$ cat src/rtl/pipe_ctrl_pkg.sv
// Shared types and constants for the pipeline hazard/stall controller.
package pipe_ctrl_pkg;

  typedef enum logic [1:0] {
    RUN      = 2'b00,
    MEM_WAIT = 2'b01,
    HALT     = 2'b10
  } state_t;

  localparam int         STALL_CNT_W = 16;
  localparam logic [4:0] REG_ZERO    = 5'd0;

endpackage

$ cat src/rtl/hazard_detect.sv
// Load-use RAW comparator for one producer stage against the ID consumer.
// Purely combinational; no flow control of its own.
module hazard_detect
  import pipe_ctrl_pkg::*;
(
  input  logic [4:0] rs_id,
  input  logic [4:0] rt_id,
  input  logic       uses_rt_id,
  input  logic [4:0] rd,
  input  logic       regwrite,
  input  logic       memtoreg,
  output logic       lu_hit
);

  assign lu_hit = memtoreg && regwrite && (rd != REG_ZERO) &&
                  ((rd == rs_id) || (uses_rt_id && (rd == rt_id)));

endmodule

$ cat src/rtl/pipe_ctrl.sv
// Hazard/stall controller: enables and flushes are combinational (same cycle),
// state and counters are registered; a memory wait freezes PC..EX/MEM, timeout halts.
module pipe_ctrl
  import pipe_ctrl_pkg::*;
#(
  parameter int MEM_WAIT_MAX = 15,
  parameter int CNT_W        = 4
) (
  input  logic                   clk,
  input  logic                   rst,
  input  logic [4:0]             rs_id,
  input  logic [4:0]             rt_id,
  input  logic                   uses_rt_id,
  input  logic [4:0]             rd_rr,
  input  logic                   regwrite_rr,
  input  logic                   memtoreg_rr,
  input  logic [4:0]             rd_ex,
  input  logic                   regwrite_ex,
  input  logic                   memtoreg_ex,
  input  logic                   jump_ex,
  input  logic                   mem_req,
  input  logic                   mem_ready,
  output logic                   en_pc,
  output logic                   en_ifid,
  output logic                   en_idrr,
  output logic                   en_rrex,
  output logic                   en_exmem,
  output logic                   en_memwb,
  output logic                   flush_ifid,
  output logic                   flush_idrr,
  output logic                   flush_rrex,
  output logic                   flush_memwb,
  output logic [STALL_CNT_W-1:0] stall_cnt,
  output logic                   mem_timeout
);

  // Enable vector order: pc, ifid, idrr, rrex, exmem, memwb.
  localparam logic [5:0] EN_ALL = 6'b111111;
  localparam logic [5:0] EN_MEM = 6'b000001;
  localparam logic [5:0] EN_LU  = 6'b001111;
  // Flush vector order: ifid, idrr, rrex, memwb.
  localparam logic [3:0] FL_JMP = 4'b1110;
  localparam logic [3:0] FL_LU  = 4'b0100;
  localparam logic [3:0] FL_MEM = 4'b0001;

  state_t           state;
  logic [CNT_W-1:0] wait_cnt;
  logic             hit_rr, hit_ex, mem_stall;
  logic [5:0]       en_v;
  logic [3:0]       fl_v;

  hazard_detect u_hd_rr (
    .rs_id(rs_id), .rt_id(rt_id), .uses_rt_id(uses_rt_id),
    .rd(rd_rr), .regwrite(regwrite_rr), .memtoreg(memtoreg_rr), .lu_hit(hit_rr)
  );

  hazard_detect u_hd_ex (
    .rs_id(rs_id), .rt_id(rt_id), .uses_rt_id(uses_rt_id),
    .rd(rd_ex), .regwrite(regwrite_ex), .memtoreg(memtoreg_ex), .lu_hit(hit_ex)
  );

  assign mem_stall = mem_req && !mem_ready;

  always_comb begin
    en_v = EN_ALL;
    fl_v = 4'b0000;
    if (!rst) begin
      // Every register loads a bubble while reset is held.
      fl_v = 4'b1111;
    end else begin
      case (state)
        RUN: begin
          if (mem_stall) begin
            en_v = EN_MEM;
            fl_v = FL_MEM;
          end else if (jump_ex) begin
            fl_v = FL_JMP;
          end else if (hit_rr || hit_ex) begin
            en_v = EN_LU;
            fl_v = FL_LU;
          end
        end
        MEM_WAIT: begin
          if (!mem_ready) begin
            en_v = EN_MEM;
            fl_v = FL_MEM;
          end
        end
        default: begin
          en_v = 6'b000000;
        end
      endcase
    end
  end

  assign {en_pc, en_ifid, en_idrr, en_rrex, en_exmem, en_memwb} = en_v;
  assign {flush_ifid, flush_idrr, flush_rrex, flush_memwb}      = fl_v;

  always_ff @(posedge clk) begin
    if (!rst) begin
      state       <= RUN;
      wait_cnt    <= '0;
      stall_cnt   <= '0;
      mem_timeout <= 1'b0;
    end else begin
      if (!en_v[5] && (stall_cnt != {STALL_CNT_W{1'b1}})) begin
        stall_cnt <= stall_cnt + 1'b1;
      end
      case (state)
        RUN: begin
          if (mem_stall) begin
            state    <= MEM_WAIT;
            wait_cnt <= CNT_W'(1);
          end
        end
        MEM_WAIT: begin
          // A completion in the compare cycle takes precedence over the timeout.
          if (mem_ready) begin
            state    <= RUN;
            wait_cnt <= '0;
          end else if (wait_cnt == CNT_W'(MEM_WAIT_MAX)) begin
            state       <= HALT;
            mem_timeout <= 1'b1;
          end else begin
            wait_cnt <= wait_cnt + 1'b1;
          end
        end
        default: begin
          state <= HALT;
        end
      endcase
    end
  end

endmodule

$ cat config.mk
export PLATFORM = sky130hd
export DESIGN_NAME = pipe_ctrl
export DESIGN_NICKNAME = d
export VERILOG_FILES = /design/src/rtl/pipe_ctrl_pkg.sv /design/src/rtl/hazard_detect.sv /design/src/rtl/pipe_ctrl.sv
export SDC_FILE = /design/constraint.sdc
export NUM_CORES = 1
export LEC_CHECK = 0
export ABC_CLOCK_PERIOD_IN_PS = 6370
export CAP_MARGIN = 25
export CORE_MARGIN = 4
export CORE_UTILIZATION = 48
export DETAILED_ROUTE_END_ITERATION = 16
export HOLD_SLACK_MARGIN = 0.05
export PLACE_DENSITY = 0.86
export SYNTH_ARGS = -nofsm -noshare
export SYNTH_HDL_FRONTEND = slang
export SYNTH_HIERARCHICAL = 1
export SYNTH_SLANG_ARGS = --single-unit
$ cat constraint.sdc
create_clock -name clk -period 6.37 [get_ports clk]
set_input_delay 1.274 -clock clk [delete_from_list [all_inputs] [get_ports clk]]
set_output_delay 1.274 -clock clk [all_outputs]
set_load 0.05 [all_outputs]
Yosys cells after proc, flatten, opt, wreduce, memory -nomap -nowiden --
Index checks and enable logic that the tools add are counted.
Operators by class: mux-type cells 20, div/mod/pow operators 0, eq/ne operators 10, reduce and logical (&&, ||, !) cells 22, magnitude comparators 0, add/subtract/negate cells 2, $mul 0, bitwise gates (word level) 1, shifts and indexed selects 0
Operator list (count):
- $mux 6 | 5
- $mux 4 | 6
- $eq 5x5->1 | 4
- $add 16x1->16 const B | 1
- $ne 16x16->1 const B | 1
- $pmux 4 s2 | 2
- $pmux 6 s2 | 1
- $logic_and 1x1->1 | 10
- $reduce_bool 5->1 | 2
- $mux 2 | 3
- $ne 3x3->1 const B | 2
- $reduce_and 3->1 | 2
- $add 4x1->4 const B | 1
- $eq 4x4->1 const B | 1
- $pmux 2 s2 | 1
- $logic_or 1x1->1 | 3
- $mux 3 | 1
- $eq 2x1->1 const B | 1
- $logic_not 1->1 | 2
- $logic_not 2->1 | 1
- $ne 2x2->1 const B | 1
- $reduce_and 2->1 | 1
- $reduce_bool 2->1 | 1
- $mux 1 | 1
- $not 1->1 | 1
Word-level totals: bits in latches 0, input port bits 30, word-level logic and storage cells 59, bits in writable memories 0, memory bits (read-only) 0, output and inout port bits 27, memories 0, flip-flop bits (word level) 23

Longest topological paths before layout --
word-level depth 12, depth in mapped cells 9, gate-level depth less buffers 8

By module --
The synthesis kept the hierarchy.
By module, submodules not included:
- pipe_ctrl | cells each 150, seq. area each 460.4 um2, area an instance 1283.7 um2, times used 1
- hazard_detect | cells each 17, seq. area each 0.0 um2, area an instance 133.9 um2, times used 2

Worst setup path before layout --
Ideal clock, no wire load.
path type input to output, start point in rd_ex[3], end point out en_pc, data required time 5096 ps, path buffers 2, stages 7, arrival time 3539 ps, path slack 1557 ps, path through or4_1 o211ai_2 a21oi_1 o21ba_2 o311ai_4 clkbuf_1 buf_4
Between the ends: cells in the longest elaborated chain, start to end 10, elaborated cells between the ends (all ways) 13, classes of those cells eq/ne (2); mux (5); reduce/logical (6)
RTL lines:
- start: declaration | line pipe_ctrl.sv:17 | input logic [4:0] rd_ex,
- $eq 5x5->1 | line hazard_detect.sv:16 | ((rd == rs_id) || (uses_rt_id && (rd == rt_id)));
- $logic_and 1x1->1 | line hazard_detect.sv:16
- $logic_or 1x1->1 | line hazard_detect.sv:16
- $logic_and 1x1->1 * | line hazard_detect.sv:15 | assign lu_hit = memtoreg && regwrite && (rd != REG_ZERO) &&
- named net hit_ex | line pipe_ctrl.sv:48 | logic hit_rr, hit_ex, mem_stall;
- $logic_or 1x1->1 * | line pipe_ctrl.sv:78 | end else if (hit_rr || hit_ex) begin
- $mux 6 * | line pipe_ctrl.sv:78
- $mux 6 * | line pipe_ctrl.sv:76 | end else if (jump_ex) begin
- $mux 6 * | line pipe_ctrl.sv:73 | if (mem_stall) begin
- $pmux 6 s2 * | line pipe_ctrl.sv:71 | case (state)
- $mux 6 * | line pipe_ctrl.sv:67 | if (!rst) begin
- end: declaration | line pipe_ctrl.sv:23 | output logic en_pc,
Mark *: on every way through the listed nets, which the timed path passes. The rest lies on a longest branch.

Worst setup path in the final report --
start point in rd_rr[3], end point out en_ifid
Between the ends: cells in the longest elaborated chain, start to end 10, elaborated cells between the ends (all ways) 13, classes of those cells eq/ne (2); mux (5); reduce/logical (6)
RTL lines:
- start: declaration | line pipe_ctrl.sv:14 | input logic [4:0] rd_rr,
- $eq 5x5->1 | line hazard_detect.sv:16
- $logic_and 1x1->1 | line hazard_detect.sv:16
- $logic_or 1x1->1 | line hazard_detect.sv:16
- $logic_and 1x1->1 * | line hazard_detect.sv:15
- named net hit_rr | line pipe_ctrl.sv:48
- $logic_or 1x1->1 * | line pipe_ctrl.sv:78
- $mux 6 * | line pipe_ctrl.sv:78
- $mux 6 * | line pipe_ctrl.sv:76
- $mux 6 * | line pipe_ctrl.sv:73
- $pmux 6 s2 * | line pipe_ctrl.sv:71
- $mux 6 * | line pipe_ctrl.sv:67
- end: declaration | line pipe_ctrl.sv:24 | output logic en_ifid,
Marked as above.

==> results.md <==
- Run status: finished clean
- Via count: 1625
- TNS Setup: 0 ps
- Pins Over Slew Limit: 0
- Synth top area share: 29.7%
- Clk_lat worst skew: 320 ps
- Sequential area share after synthesis: 29.7%
- Fill count: 262
- Starting Density: 50.4%
- CTS tree: yes
- Vias in the first global route: 1450
- Maximum VDD drop: 0.000133 V
- WL per Instance: 14.7 um
- Number of I/O pins: 57
- Worst Hold Class: reg2reg
- Area delta synth->final: 39.0%
- Maxcap violations: 0
- Synth Warn #: 6
- Nets: 270
- Post-Syn Nets: 216
- Fmax: 0.183 GHz
- Worst path max stage delay: 920 ps
- CTS H-tree depth: 1
- Grt met3 use: 3.81%
- CTS Sinks: 23
- Gr busiest metal: met2
- Placed instance count: 277
- DR pass1 iterations: 4
- Post-route DRC violation count: 0
- Post-synthesis cell area: 0.00155 mm^2
- Largest area contributor in the netlist: dfxtp_1
- Final Setup Violations: 0
- Largest net degree at the start of global routing: 17
- EDFF count, synth: 0
- Most frequent cell after synthesis: dfxtp_1
- Post-synth top cells: dfxtp_1 (23), xor2_1 (14), a21oi_1 (13)
- CP Class: in2out
- Final Hold Viols: 0
- Worst Setup Start Kind: input port
- Final min period: 5450 ps
- Core Region: 0.00308 mm^2
- Post-Syn Area per Cell: 8.43 um^2
- Worst-margin pin slew: 588 ps
- Unrepaired setup endpoints after global routing: false
- Iteration-0 DRC Markers: 126
- Initial antenna violation count: 0
- First-pass GRT wire length: 6.76 mm
- Leakage power: 0.000711 uW
- Vias per std cell: 5.78
- PwrDens: 137 mW/mm^2
- Crit share post-route: 85.6%
- Hpwl dp: 3.22 mm
- Netlist cell types: 43
- CP delay by family, top: buffers and inverters
- CP Cell Sequence: clkdlybuf4s50_1, or4_1, o211ai_2, a21oi_1, o21ba_2, o311ai_4, clkdlybuf4s50_1
- Worst path required time: 5100 ps
- GR Overflow Total: 0
- Skew final: 5.18 ps
- Drt total wl: 4.12 mm
- CP Max Fanout: 15
- Total setup buffers inserted after CTS: 0
- CP endpoint kind: primary output
- Seq cells post-synth: 23
- ANT cells: 0
- Row Count: 20
- Clock root cell: clkbuf_4
- Total Routing Usage GR: 20.1%
- M1 GR Usage: 25.7%
- Die Span Y: 64.9 um
- CTS max path bufs: 2
- Max transition margin: 60.6%
- Ys flop type: dfxtp_1
- DRT antenna net count: 0
- Ys async rst share: 0%
- Cells after Synth: 184
- Synth area leaders: dfxtp_1 (30%), xor2_1 (7.9%), mux2i_1 (4.5%), a21oi_1 (4.2%), nand3_1 (3.5%)
- Buffers on Ports: 56
- Slowest CP cell: clkdlybuf4s50_1
- Share of layout cells above drive strength 1: 8.44%
- Hold-fix buffer count after cts: 0
- Post-cts resize count: 0
- Die ar.: 0.00421 mm^2
- Worst EP arrival: 4180 ps
- Most frequent CP cell: clkdlybuf4s50_1
- Horiz. Die Dim: 64.9 um
- Worst path bufs/invs: 2
- Worst-path clk slew: 130 ps
- Final Wtd Congestion: 0.855
- Met2 Resource Use GR: 34.1%
- Finished Layout Cells: 281
- Cts bufs inserted: 3
[layout make-up]
class / count / area [um^2] / area share [%]
Multi-Input combinational cell: 147 / 1020 / 47.3
Inverter: 5 / 18.8 / 0.870
Clock buffer: 4 / 26.3 / 1.22
Tap cell: 44 / 55.1 / 2.55
Sequential cell: 23 / 460 / 21.3
Timing Repair Buffer: 58 / 576 / 26.7
[flip-flops by register name, summed over array words and instances, names as in the netlist]
name and cells:
wait_cnt 4, mem_timeout 1, state 2, stall_cnt 16
[worst reg2reg max path, cell delays in order (launching register included)]
cell and delay [ps]:
dfxtp_1 460, ha_1 290, nand2_1 120, or4_4 450
or4_1 480, a21oi_1 150
[per-layer routing]
metal	share of wire [%]	up-vias
met5	0	-
li1	-	806
met1	46	764
met4	1.1	0
met3	4.8	6
met2	48	49
[power by group]
group	leakage (uW)	switching (uW)	total, uW	internal [uW]
sequential	0.000186	2.34	148	145
combinational	0.000510	42.4	78.3	35.9
clock	0.0000150	44.9	69.4	24.5
total	0.000711	89.6	295	206
[worst paths after layout]
kind	from	endpoint	slack, ps	cells past startpoint
worst max-delay path	rd_rr[3]	en_ifid	920	7
worst min-delay path	mem_timeout	mem_timeout	500	2
worst max register to register	stall_cnt[0]	stall_cnt[14]	4350	5
worst min register to register	mem_timeout	mem_timeout	500	2
[kinds of logic after synthesis]
kind of cell             Yosys count  synth area share (%)
buffers and inverters             14                  4.52
flip-flops                        23                  29.7
AO/OA/AOI/OAI                     40                  18.7
XOR/XNOR                          20                  11.3
AND/OR/NAND/NOR                   78                  29.7
multiplexers                       7                  4.52
adder cells (fa/ha/maj)            2                  1.61
[cells in the final DEF (no fill, tap or decap), types with 2 or more instances in the layout]
cell              n
a21oi_1          13
or4_2             2
nand2_1          11
clkbuf_4          3
nand3b_1          2
mux2i_1           7
or4_1             7
or3b_2            2
o41ai_1           4
ha_1              2
o21ai_0           8
nor2_1           12
nor3b_1           3
xnor2_1           6
dfxtp_1          23
or2_2             2
xor2_1           14
o31ai_1           5
inv_1             5
o211ai_2          2
clkdlybuf4s50_1  56
and3_1            3
nor3_1            6
o311ai_0          2
buf_4             2
nand3_1          11
nor4_1            5
nand4_1           3
[per-stage QoR]
step	setup WS (ps)	hold slack, ps	util [%]	area, um^2	total power, uW
floorplan	1560	482	-	1550	193
CTS	921	501	70.1	2160	296
detailed placement	927	466	69.2	2130	229
global placement	953	466	69.0	2120	228
global route	782	549	70.1	2160	309
finish	915	496	70.1	2160	295
Power figures use the tool's default switching activity.
